`config.mk`:
```
export PLATFORM = sky130hd
export DESIGN_NAME = regfile_scoreboard
export DESIGN_NICKNAME = d
export VERILOG_FILES = /design/src/rtl/regfile_scoreboard.sv
export SDC_FILE = /design/constraint.sdc
export NUM_CORES = 1
export LEC_CHECK = 0
export ABC_AREA = 0
export CORE_AREA = 2 2 257 386
export DETAILED_ROUTE_END_ITERATION = 8
export DIE_AREA = 0 0 259 388
export DONT_BUFFER_PORTS = 1
export MAX_ROUTING_LAYER = met4
export SYNTH_ARGS = -nofsm -noshare
export SYNTH_HDL_FRONTEND = slang
export SYNTH_SLANG_ARGS = --single-unit
export TNS_END_PERCENT = 1
```
`constraint.sdc`:
```
create_clock -name clk -period 9.8 [get_ports clk]
set_input_delay 1.96 -clock clk [delete_from_list [all_inputs] [get_ports clk]]
set_output_delay 1.96 -clock clk [all_outputs]
set_load 0.005 [all_outputs]
```
`src/rtl/regfile_scoreboard.sv`:
```
// ---------------------------------------------------------------------------
// regfile_scoreboard
//
// Register file with NUM_RD combinational read ports, one write-back port and
// a per-register pending-write scoreboard. Decode reads operands together
// with a busy flag, issue reserves destination registers (with back-pressure
// once a register's pending counter is full), and write-back retires them.
//
// Optional feature: define REGFILE_BYPASS_EN to forward write-back data (and
// the matching retire) to read ports in the same cycle. When it is undefined
// the read ports show stored contents and the stored counter only.
//
// Ports:
//   clk          clock, all state updates on posedge
//   rst_n        asynchronous active-low reset
//   i_rd_addr    read addresses, port k at [k*ADDR_W +: ADDR_W]
//   o_rd_data    read data, port k at [k*DATA_W +: DATA_W]
//   o_rd_busy    port k's register has outstanding writes
//   i_wb_en      write-back valid
//   i_wb_addr    write-back destination
//   i_wb_data    write-back value
//   i_iss_en     issue request, reserve i_iss_addr
//   i_iss_addr   destination being reserved
//   o_iss_ready  issue may be accepted this cycle
//   i_flush      clear the whole scoreboard
// ---------------------------------------------------------------------------
module regfile_scoreboard #(
  parameter int DATA_W      = 32,
  parameter int ADDR_W      = 4,
  parameter int NUM_RD      = 2,
  parameter int CNT_W       = 2,
  parameter int PROTECT_TOP = 1
) (
  input  logic                     clk,
  input  logic                     rst_n,
  input  logic [NUM_RD*ADDR_W-1:0] i_rd_addr,
  output logic [NUM_RD*DATA_W-1:0] o_rd_data,
  output logic [NUM_RD-1:0]        o_rd_busy,
  input  logic                     i_wb_en,
  input  logic [ADDR_W-1:0]        i_wb_addr,
  input  logic [DATA_W-1:0]        i_wb_data,
  input  logic                     i_iss_en,
  input  logic [ADDR_W-1:0]        i_iss_addr,
  output logic                     o_iss_ready,
  input  logic                     i_flush
);

  localparam int                DEPTH    = 1 << ADDR_W;
  localparam logic [CNT_W-1:0]  CNT_MAX  = {CNT_W{1'b1}};
  localparam logic [ADDR_W-1:0] TOP_ADDR = {ADDR_W{1'b1}};

  logic [DATA_W-1:0] w_regs [DEPTH];
  logic [CNT_W-1:0]  w_cnt  [DEPTH];

  logic w_wb_same;   // write-back targets the register being issued
  logic w_top_wb;    // write-back targets the protected top register
  logic w_wb_store;  // write-back data actually lands in the array
  logic w_iss_ready;
  logic w_iss_acc;

  assign w_wb_same   = i_wb_en && (i_wb_addr == i_iss_addr);
  assign w_top_wb    = (PROTECT_TOP != 0) && (i_wb_addr == TOP_ADDR);
  assign w_wb_store  = i_wb_en && !w_top_wb;

  // A full counter can still take an issue when a write-back to the same
  // register frees a slot in the same cycle.
  assign w_iss_ready = (w_cnt[i_iss_addr] != CNT_MAX) || w_wb_same;
  assign w_iss_acc   = i_iss_en && w_iss_ready;
  assign o_iss_ready = w_iss_ready;

  genvar gi;

  // Storage and pending counter, one slice per register.
  generate
    for (gi = 0; gi < DEPTH; gi++) begin : gen_reg
      localparam logic [ADDR_W-1:0] REG_ADDR = ADDR_W'(gi);
      localparam logic [DATA_W-1:0] RST_VAL  = (gi == DEPTH - 1) ? '0 : DATA_W'(gi);

      logic [DATA_W-1:0] r_data;
      logic [CNT_W-1:0]  r_cnt;
      logic              w_iss_hit;
      logic              w_wb_hit;

      assign w_iss_hit = w_iss_acc && (i_iss_addr == REG_ADDR);
      assign w_wb_hit  = i_wb_en && (i_wb_addr == REG_ADDR);

      always_ff @(posedge clk or negedge rst_n) begin
        if (!rst_n) begin
          r_data <= RST_VAL;
          r_cnt  <= '0;
        end else begin
          if (w_wb_store && w_wb_hit) begin
            r_data <= i_wb_data;
          end
          // Flush wins over both updates; issue and retire on the same
          // register cancel; a retire on an idle register saturates at 0.
          if (i_flush) begin
            r_cnt <= '0;
          end else if (w_iss_hit && !w_wb_hit) begin
            r_cnt <= r_cnt + 1'b1;
          end else if (w_wb_hit && !w_iss_hit && (r_cnt != '0)) begin
            r_cnt <= r_cnt - 1'b1;
          end
        end
      end

      assign w_regs[gi] = r_data;
      assign w_cnt[gi]  = r_cnt;
    end
  endgenerate

  // Read ports.
  generate
    for (gi = 0; gi < NUM_RD; gi++) begin : gen_rd
      logic [ADDR_W-1:0] w_ra;
      logic [CNT_W-1:0]  w_ra_cnt;

      assign w_ra     = i_rd_addr[gi*ADDR_W +: ADDR_W];
      assign w_ra_cnt = w_cnt[w_ra];

`ifdef REGFILE_BYPASS_EN
      logic w_fwd;
      logic w_retire;

      // Protected-top data never reaches storage, so it is not forwarded.
      assign w_fwd    = w_wb_store && (i_wb_addr == w_ra);
      // Last outstanding write retiring now, with no new reservation landing.
      assign w_retire = i_wb_en && (i_wb_addr == w_ra) &&
                        (w_ra_cnt == CNT_W'(1)) &&
                        !(w_iss_acc && (i_iss_addr == w_ra));

      assign o_rd_data[gi*DATA_W +: DATA_W] = w_fwd ? i_wb_data : w_regs[w_ra];
      assign o_rd_busy[gi]                  = (w_ra_cnt != '0) && !w_retire;
`else
      assign o_rd_data[gi*DATA_W +: DATA_W] = w_regs[w_ra];
      assign o_rd_busy[gi]                  = (w_ra_cnt != '0);
`endif
    end
  endgenerate

endmodule

```
; ---- Yosys cells after proc, flatten, opt, wreduce, memory -nomap -nowiden
; Index checks and enable logic that the tools add are counted.
[word_totals]
reg_bits = 544
latch_bits = 0
mem_bits_rw = 0
romBits = 0
input_bits = 53
output_inout_bits = 67
elab_cells = 334
n_memories = 0
[op_classes]
n_addsub = 32
n_mul = 0
n_div = 0
magnitude_cmp = 3
eq_ne = 32
shifts = 0
muxes = 63
bitwise = 3
n_reduce_logical = 169
[op_table]
columns = operator, n
row1 = binary-select mux 32 bit (select 4 bit), 2
row2 = 2-to-1 mux 32 bit, 4
row3 = 2-to-1 mux 2 bit, 54
row4 = logical AND 1 bit, 99
row5 = equality test 4 bit (second input constant), 16
row6 = nonzero test 3 bit, 16
row7 = nonzero test 2 bit, 18
row8 = logical NOT 1 bit, 33
row9 = adder 2 x 1 -> 2 bit (second input constant), 16
row10 = equality test 4 x 3 -> 1 bit (second input constant), 8
row11 = subtractor 2 x 1 -> 2 bit (second input constant), 16
row12 = binary-select mux 2 bit (select 4 bit), 3
row13 = equality test 4 x 2 -> 1 bit (second input constant), 4
row14 = greater-or-equal comparator 5 bit (second input constant), 3
row15 = inverter 4 -> 5 bit, 3
row16 = equality test 4 x 1 -> 1 bit (second input constant), 2
row17 = logical NOT 4 bit, 2
row18 = equality test 4 bit, 1
row19 = != test 2 bit (second input constant), 1
row20 = logical OR 1 bit, 1

; ---- Logic depth before layout (Yosys ltp)
; Gate-level depths: netlist (run 1).
[logic_depth]
ltp_word = 14
ltp_mapped = 10

; ---- Least setup slack after synthesis (run 1)
; Ideal clock, no wire load.
[synth_timing]
path_kind = input port to output port
from = input i_rd_addr[4]
to = output o_rd_data[36]
arrival_time_ns = 3.925
path_slack_ns = 3.915
path_stages = 5
n_path_buf = 3
path_cell_list = clkbuf_1 -> buf_2 -> buf_1 -> mux4_2 -> mux4_2
[synth_between]
elab_chain_len = 4
[synth_rtl]
columns = element, line
row1 = start: declaration, 36  ; input logic [NUM_RD*ADDR_W-1:0] i_rd_addr,
row2 = inverter 4 -> 5 bit (not written as such), 135  ; assign o_rd_data[gi*DATA_W +: DATA_W] = w_regs[w_ra];
row3 = binary-select mux 32 bit (select 4 bit), 135
row4 = 2-to-1 mux 32 bit (not written as such) (2 in series), 135
row5 = end: declaration, 37  ; output logic [NUM_RD*DATA_W-1:0] o_rd_data,
; No other way between the ends. The select of a mux whose other input is x is not followed.

; ---- Worst setup path in the final report (run 1)
[layout_timing]
from = input i_iss_addr[1]
to = output o_iss_ready
[layout_between]
elab_chain_len = 6
elab_cells_between_ends = 8
classes_between = eq/ne (2) / mux (3) / bitwise (1) / reduce/logical (2)
[layout_rtl]
columns = element, line
row1 = start: declaration, 43  ; input logic [ADDR_W-1:0] i_iss_addr,
row2 = inverter 4 -> 5 bit (not written as such), 67  ; assign w_iss_ready = (w_cnt[i_iss_addr] != CNT_MAX) || w_wb_same;
row3 = binary-select mux 2 bit (select 4 bit), 67
row4 = 2-to-1 mux 2 bit (not written as such) (2 in series), 67
row5 = != test 2 bit, 67
row6 = logical OR 1 bit *, 67
row7 = end: declaration, 44  ; output logic o_iss_ready,
; Mark *: on every way between the ends. The rest lies on a longest branch, timed or not. The select of a mux whose other input is x is not followed.

==> metrics.md, run 1 <==
| Metric | Value |
|---|---|
| Std-Cell Rows | `140` |
| Post-synth top cells | `nand2_1, dfrtp_1, mux4_2` |
| Cells after Synth | `2243` |
| Total GRT Usage | `0.182` |
| Max Cap Viol | `0` |
| First DRT Iteration DRCs | `1691` |
| Net count after synthesis | `2296` |
| Worst slew margin | `-0.417` |
| Area fraction of the dominant cell type after synthesis | `0.446` |
| Sequential area share after synthesis | `0.471` |
| RSZ-0062 raised after global routing | `false` |
| Hold Violations, Final | `0` |
| Post-CTS Repair Setup Buffers | `0` |
| Layout Skew | `0.0104 ns` |
| Worst-path clk slew | `0.06 ns` |
| Dpl hpwl | `47.4 mm` |
| Largest net degree at the start of global routing | `545` |
| Port-buffer cells | `0` |
| First-pass GRT wire length | `133 mm` |
| FFs w/ async S/R, synth | `1.00` |
| H-tree Lvls | `2` |
| Initial Util | `0.299` |
| Synthesis warning total | `0` |
| Final setup viols | `0` |
| Worst vdd ir | `0.137 mV` |
| Worst EP required | `7.84 ns` |
| Fmax | `0.189 GHz` |
| Sw frac | `0.258` |
| Area of the mapped netlist | `29000 µm²` |
| Status | `finished with violations` |
| DRC | `0` |
| Flop pwr share | `0.482` |
| Routed vias | `18700` |
| Drt pass-1 iters | `5` |
| Synth Area per Inst | `12.9 µm²` |
| Tightest Pin Transition | `2.13 ns` |
| Post-synth EDFFs | `0` |
| Width of the die | `259 µm` |
| Final net count | `2137` |
| Placed cell count | `3309` |
| Initial antenna violation count | `0` |
| CP Launch Type | `input port` |
| TritonCTS clock tree | `yes` |
| Sw power | `0.00162 W` |
| Root Buffer | `clkbuf_16` |
| PD cells | `199 nW/µm²` |
| Yosys reg bits | `544` |
| Area leader, netlist | `dfrtp_1` |
| Clock share of power | `0.327` |
| Core footprint | `96900 µm²` |
| Power share of the combinational group | `0.191` |
| Final slew viol count | `261` |
| Failing checks | `slew limit` |
| Top Ports | `120` |
| PnR Total Power | `0.00628 W` |
| P_int | `0.00466 W` |
| Routed len/inst | `26.1 µm` |
| Post_cts resized | `0` |
| Hold WS | `0.392 ns` |
| Non-Filler Instances | `3403` |
| Clk Latency, worst-skew pair | `0.59 ns` |
| Worst setup path class | `input port to output pin` |
| Hold Crit Class | `flip-flop to flip-flop` |
| Post-layout util | `0.326` |
| Average vias per placed instance | `5.48` |
| Yosys cell types | `54` |
| Vias in the first global route | `20400` |
| Count leader, synth | `nand2_1` |
| TritonCTS sink count | `544` |
| Final worst path period share | `0.541` |
| Antenna viol nets, final | `0` |
| Static leakage | `13.4 nW` |
| Routability congestion estimate | `0.850` |
| Syn-to-layout area delta | `9.16%` |
| CTS buffer count | `51` |
| Top area cells in the synthesized netlist | `dfrtp_1, mux4_2, mux2_2` |
| CTS Buffer Depth | `3` |
| Top_reg_cell synth | `dfrtp_1` |
| Crit path DAT | `3.34 ns` |
| Endpoint class of the critical path | `output pin` |
| Critical-path maximum fanout | `21` |
| Die Ht | `388 µm` |
| Post-route setup TNS | `0 ns` |
| Diode count | `0` |
| Die area | `100000 µm²` |
| Min Clock Period, post-route | `5.30 ns` |
| Total Wirelength | `88.9 mm` |
| Layout cells sized above 1 | `0.363` |
| Global route total overflow | `0` |
| Post-CTS Hold Buffers | `0` |
-- final cells by class --
class                   instances  area, µm²
inverters                       7       26.3
clock buffers                  84       1580
clock inverters                10        115
well taps                    1278       1600
flip-flops and latches        544      13600
repair buffers                 14        105
multi-input cells            1466      14500
fillers                      9356      65300
-- logic make-up after synthesis --
logic type / Yosys count / share of synthesized area
XOR/XNOR: 8 / 0.00242
multiplexers: 628 / 0.371
flip-flops: 544 / 0.471
buffers and inverters: 233 / 0.0312
AO/OA/AOI/OAI: 90 / 0.0202
AND/OR/NAND/NOR: 740 / 0.103
-- layout by cell type, fill, tap and decap left out, types with 10 or more instances in the layout --
| cell type | count |
|---|---|
| a21oi_1 | 38 |
| and2_1 | 10 |
| buf_4 | 14 |
| clkbuf_1 | 17 |
| clkbuf_16 | 53 |
| clkbuf_8 | 14 |
| dfrtp_1 | 516 |
| dfstp_2 | 28 |
| mux2_2 | 294 |
| mux4_2 | 327 |
| nand2_1 | 599 |
| nor2_1 | 47 |
| nor3_1 | 17 |
| o21ai_0 | 12 |
-- power by group through the flow --
stage / sequential (W) / combinational (W) / clock [W]
2_1_floorplan: 0.00294 / 0.00106 / 0
3_3_place_gp: 0.00299 / 0.00117 / 0
3_5_place_dp: 0.00306 / 0.00121 / 0
4_1_cts: 0.00302 / 0.00121 / 0.00211
5_1_grt: 0.00308 / 0.00129 / 0.00219
6_report: 0.00302 / 0.00120 / 0.00205
-- metrics by stage --
step,area (µm²),setup slack [ns]
final,31600,4.50
after global routing,31600,4.45
after CTS,31600,4.53
after detailed placement,29900,4.53
after global placement,29900,4.49
after floorplan,29000,3.91
-- sequential cells by signal, summed over array words and instances (netlist names) --
register and count:
gen.r_cnt 32, gen.r_data 512
-- layer usage --
metal | global-route usage | share of wire
met5 | - | 0
met4 | 0.0785 | 0.046
met3 | 0.0361 | 0.068
met2 | 0.318 | 0.52
met1 | 0.201 | 0.37
-- critical path: stages --
cell      delay, ns
nand2b_1       0.31
o21bai_1       0.23
a311oi_1       0.08
or4_4          0.54
nand2_1        0.14
inv_1          0.07
-- worst paths after layout --
kind,startpoint,end,slack (ns),cells past startpoint
max,i_iss_addr[1],o_iss_ready,4.50,6
min,gen_reg[15].r_data[0],gen_reg[15].r_data[0],0.39,0
max reg2reg,gen_reg[2].r_cnt[1],gen_reg[12].r_cnt[0],7.21,7
min reg2reg,gen_reg[15].r_data[0],gen_reg[15].r_data[0],0.39,0
max in group asynchronous,rst_n,gen_reg[12].r_data[1],7.06,0
min in group asynchronous,rst_n,gen_reg[1].r_data[15],1.07,0
(Power assumes the default switching activity.)
==> run 2, diff against run 1 <==
==> constraint.sdc (replaced) <==
create_clock -name clk -period 4.5 [get_ports clk]
set_input_delay 0.9 -clock clk [delete_from_list [all_inputs] [get_ports clk]]
set_output_delay 0.9 -clock clk [all_outputs]
set_load 0.005 [all_outputs]
==> metrics.md, run 2 (synthesis results as in run 1) <==
| Metric | Value |
|---|---|
| Status | `finished with violations` |
| Failing checks | `slew limit` |
| Post-CTS Repair Setup Buffers | `0` |
| Average vias per placed instance | `5.50` |
| Dpl hpwl | `52.0 mm` |
| Multi-input gate area in the final layout | `14500 µm²` |
| Initial antenna violation count | `2` |
| Initial Util | `0.299` |
| Worst stage delay on the critical path | `0.56 ns` |
| PD cells | `440 nW/µm²` |
| First DRT Iteration DRCs | `1744` |
| Seq. cell area | `13600 µm²` |
| Endpoint class of the critical path | `output pin` |
| Root Buffer | `clkbuf_16` |
| Cell Chain, Critical Path | `mux4_2 -> a21boi_1 -> o21ai_1 -> or4_4 -> nand2_1 -> inv_1` |
| Final setup viols | `0` |
| Die area | `100000 µm²` |
| Top Ports | `120` |
| Layout cells sized above 1 | `0.368` |
| Top cell family by delay on the critical path | `simple AND/OR/NAND/NOR gates` |
| RSZ-0062 raised after global routing | `false` |
| Core footprint | `96900 µm²` |
| Final net count | `2152` |
| TritonCTS sink count | `544` |
| Static leakage | `13.4 nW` |
| Syn-to-layout area delta | `9.95%` |
| Port-buffer cells | `0` |
| Final worst path period share | `0.740` |
| Reg2Reg Depth | `7` |
| CP max-delay cell | `or4_4` |
| Drt pass-1 iters | `5` |
| Pre-CTS setup slack | `1.16 ns` |
| DRC | `0` |
| TritonCTS clock tree | `yes` |
| Worst vdd ir | `0.253 mV` |
| Tightest Pin Transition | `2.17 ns` |
| Fmax | `0.300 GHz` |
| Routed vias | `18900` |
| Clk Latency, worst-skew pair | `0.64 ns` |
| Routed len/inst | `26.0 µm` |
| Min Clock Period, post-route | `3.33 ns` |
| Max Cap Viol | `0` |
| Fillers | `9321` |
| Antenna viol nets, final | `0` |
| CTS Buffer Depth | `3` |
| Worst setup path class | `flip-flop to output pin` |
| Global route total overflow | `0` |
| Stages on worst setup path | `6` |
| Std-Cell Rows | `140` |
| Worst EP required | `3.60 ns` |
| Post-route setup TNS | `0 ns` |
| Max FFs per register | `512` |
| Total Wirelength | `89.0 mm` |
| Commonest non-fill, non-tap cell in the layout | `nand2_1` |
| H-tree Lvls | `2` |
| Hold Violations, Final | `0` |
| Worst-path clk slew | `0.06 ns` |
| Critical-path maximum fanout | `6` |
| Vias in the first global route | `20600` |
| Top flop regs | `gen.r_data x512, gen.r_cnt x32` |
| First-pass GRT wire length | `135 mm` |
| Die Ht | `388 µm` |
| Layout Skew | `0.0105 ns` |
| Largest net degree at the start of global routing | `536` |
| CTS buffer count | `56` |
| Buf+Inv Stages, Crit Path | `1` |
| Largest reg by FF count | `gen.r_data` |
| Hold Crit Class | `input port to async pin` |
| Worst slew margin | `-0.447` |
| Worst setup margin | `1.17 ns` |
| Total GRT Usage | `0.184` |
| CP Launch Type | `flip-flop` |
| Commonest cells after routing, fill and taps aside | `nand2_1, dfrtp_1, mux4_2` |
| Final slew viol count | `279` |
| Crit path DAT | `2.43 ns` |
| Width of the die | `259 µm` |
| Routability congestion estimate | `0.899` |
-- run 2: path summary, 6_finish.rpt --
path	slack, ns	start	to
min in group clk	0.31	i_flush	gen_reg[5].r_cnt[1]
worst min-delay path	0.07	rst_n	gen_reg[13].r_data[13]
max in group asynchronous	2.82	rst_n	gen_reg[6].r_data[28]
worst max-delay path	1.17	gen_reg[10].r_cnt[1]	o_iss_ready
worst min register to register	0.39	gen_reg[15].r_data[27]	gen_reg[15].r_data[27]
worst max register to register	1.89	gen_reg[10].r_cnt[1]	gen_reg[4].r_cnt[0]
-- run 2: final cells by class --
cell class                      instances  share of cell area
Multi-Input combinational cell       1466               0.455
Sequential cell                       544               0.429
Clock buffer                           85              0.0506
Tap cell                             1278              0.0502
Clock inverter                         21             0.00778
Timing Repair Buffer                   24             0.00652
Inverter                                7            0.000825
Antenna cell                            2            0.000157
-- run 2: through the flow --
stage / instance area [µm²] / hold WS [ns] / total power, W / util / std cells
6_report: 31800 / 0.0685 / 0.0140 / 0.329 / 3427
4_1_cts: 31800 / 0.00291 / 0.0142 / 0.329 / 3425
3_5_place_dp: 30000 / 0.383 / 0.00937 / 0.309 / 3318
3_3_place_gp: 30000 / 0.375 / 0.00912 / 0.309 / 3318
5_1_grt: 31800 / 0.0156 / 0.0146 / 0.329 / 3427
2_1_floorplan: 29000 / 0.440 / 0.00872 / - / 2243
-- run 2: timing repair --
action	4_1_cts	5_1_grt
endpoints found under the setup margin	0	0
hold buffers	1	0
resized for setup	0	0
hold endpoints to repair	10	0
-- run 2: layer usage --
| metal | track usage | vias up | wire length [µm] |
|---|---|---|---|
| met5 | - | - | 0 |
| met4 | 0.0807 | 0 | 4250 |
| met3 | 0.0368 | 216 | 5740 |
| met2 | 0.321 | 672 | 46600 |
| met1 | 0.202 | 10100 | 32500 |
| li1 | - | 7863 | - |
-- run 2: report_power, final --
part | switching (W) | internal (W) | total (W)
logic | 0.000917 | 0.00174 | 0.00265
registers | 0.000700 | 0.00590 | 0.00660
clock network | 0.00206 | 0.00271 | 0.00477
total | 0.00367 | 0.0103 | 0.0140
==> run 3, diff against run 2 <==
==> constraint.sdc (replaced) <==
create_clock -name clk -period 3.4 [get_ports clk]
set_input_delay 0.68 -clock clk [delete_from_list [all_inputs] [get_ports clk]]
set_output_delay 0.68 -clock clk [all_outputs]
set_load 0.005 [all_outputs]
==> metrics.md, run 3 (synthesis results as in run 1) <==
| Metric | Value |
|---|---|
| Max Cap Viol | `0` |
| Hold Crit Class | `input port to async pin` |
| Worst stage delay on the critical path | `0.56 ns` |
| Cell Chain, Critical Path | `mux4_2 -> a21boi_1 -> o21ai_1 -> or4_4 -> nand2_1 -> inv_1` |
| Worst-path clk slew | `0.06 ns` |
| Fmax | `0.328 GHz` |
| Global route total overflow | `0` |
| CP max-delay cell | `or4_4` |
| Top Ports | `120` |
| TritonCTS clock tree | `yes` |
| Min Clock Period, post-route | `3.04 ns` |
| First DRT Iteration DRCs | `1599` |
| Syn-to-layout area delta | `10.5%` |
| Post-route setup TNS | `0 ns` |
| Average vias per placed instance | `5.47` |
| RR Startpoint | `gen_reg[10].r_cnt[1]` |
| Routability congestion estimate | `0.879` |
| TritonCTS sink count | `544` |
| Die area | `100000 µm²` |
| Commonest non-fill, non-tap cell in the layout | `nand2_1` |
| Antenna viol nets, final | `0` |
| Crit path DAT | `2.36 ns` |
| Drt pass-1 iters | `6` |
| PD cells | `584 nW/µm²` |
| Failing checks | `hold timing, slew limit` |
| Hold Violations, Final | `53` |
| Largest net degree at the start of global routing | `545` |
| Initial antenna violation count | `1` |
| Final worst path period share | `0.895` |
| Total GRT Usage | `0.184` |
| Status | `finished with violations` |
| Std-Cell Rows | `140` |
| R2r setup slk | `0.86 ns` |
| H-tree Lvls | `2` |
| RSZ-0062 raised after global routing | `false` |
| Clk Latency, worst-skew pair | `0.61 ns` |
| Routed len/inst | `25.9 µm` |
| Hold WS | `-0.158 ns` |
| Initial Util | `0.299` |
| Final slew viol count | `462` |
| Worst vdd ir | `0.400 mV` |
| Core footprint | `96900 µm²` |
| First-pass GRT wire length | `135 mm` |
| DRC | `0` |
| Commonest cells after routing, fill and taps aside | `nand2_1, dfrtp_1, mux4_2` |
| Final setup viols | `0` |
| Final net count | `2161` |
| Critical Path Source | `gen_reg[2].r_cnt[1]` |
| Die Ht | `388 µm` |
| Layout cells sized above 1 | `0.371` |
| Total Wirelength | `88.9 mm` |
| Largest reg by FF count | `gen.r_data` |
| Port-buffer cells | `0` |
| CTS buffer count | `56` |
| Width of the die | `259 µm` |
| Layout Skew | `0.00815 ns` |
| Endpoint class of the critical path | `output pin` |
| Static leakage | `13.5 nW` |
| Worst setup path class | `flip-flop to output pin` |
| PnR Total Power | `0.0187 W` |
| CP Launch Type | `flip-flop` |
| Tightest Pin Transition | `2.78 ns` |
| Reg2Reg Depth | `7` |
| Max FFs per register | `512` |
| Critical-path maximum fanout | `5` |
| Root Buffer | `clkbuf_16` |
| Top flop regs | `gen.r_data x512, gen.r_cnt x32` |
| Fillers | `9337` |
| CTS Buffer Depth | `3` |
| Reg-to-reg endpoint | `gen_reg[0].r_cnt[0]` |
| Worst slew margin | `-0.855` |
| Dpl hpwl | `52.7 mm` |
| Worst EP required | `2.72 ns` |
| Routed vias | `18800` |
| Vias in the first global route | `20300` |
-- run 3: what timing repair did --
item / CTS / global route
endpoints found under the hold margin: 516 / 466
gates resized for setup: 0 / 0
buffers inserted: 0 / 0
-- run 3: worst max-delay path by stage --
stage | to | slack (ns) | cells after the start
floorplan | o_rd_data[36] | 0.07 | 5
global placement | gen_reg[12].r_cnt[0] | 0.63 | 7
detailed placement | gen_reg[12].r_cnt[0] | 0.62 | 7
CTS | o_iss_ready | 0.34 | 6
global route | o_iss_ready | 0.27 | 6
finish | o_iss_ready | 0.36 | 6
-- run 3: worst max-delay path, delay by kind of cell, from the launching register on --
kind / cells / cell delay [ns]
simple gates: 2 / 0.69
compound gates: 2 / 0.22
buf+inv: 1 / 0.07
flops: 1 / 0.48
mux: 1 / 0.29
-- run 3: metal layers --
metal,track usage,routed length (µm)
met5,-,0
met4,0.0683,3520
met3,0.0314,4720
met2,0.331,48400
met1,0.201,32300
-- run 3: power breakdown --
group          leakage (nW)  switching, W  internal [W]
Combinational          5.77       0.00121       0.00230
Clock                 0.945       0.00269       0.00377
Sequential             6.81      0.000914       0.00781
Total                  13.5       0.00482        0.0139
-- run 3: per-stage QoR --
stage                     hold slack (ns)  setup slack, ns  cells  instance area [µm²]  utilization
after floorplan                     0.384           0.0746   2243                29000            -
after global placement              0.375            0.630   3328                30100        0.310
after CTS                          -0.207            0.338   3432                32000        0.330
final                              -0.158            0.356   3433                32000        0.330
after detailed placement            0.382            0.617   3328                30100        0.310
after global routing               -0.187            0.273   3433                32000        0.330
-- run 3: cell type report --
type | instances | area (µm²) | share of cell area
antenna | 1 | 2.50 | 0.0000782
timing repair buffer | 33 | 298 | 0.00931
inverter | 7 | 26.3 | 0.000821
clock inverter | 15 | 251 | 0.00786
clock buffer | 89 | 1680 | 0.0524
sequential | 544 | 13600 | 0.427
tap | 1278 | 1600 | 0.0500
multi-input combinational | 1466 | 14500 | 0.453
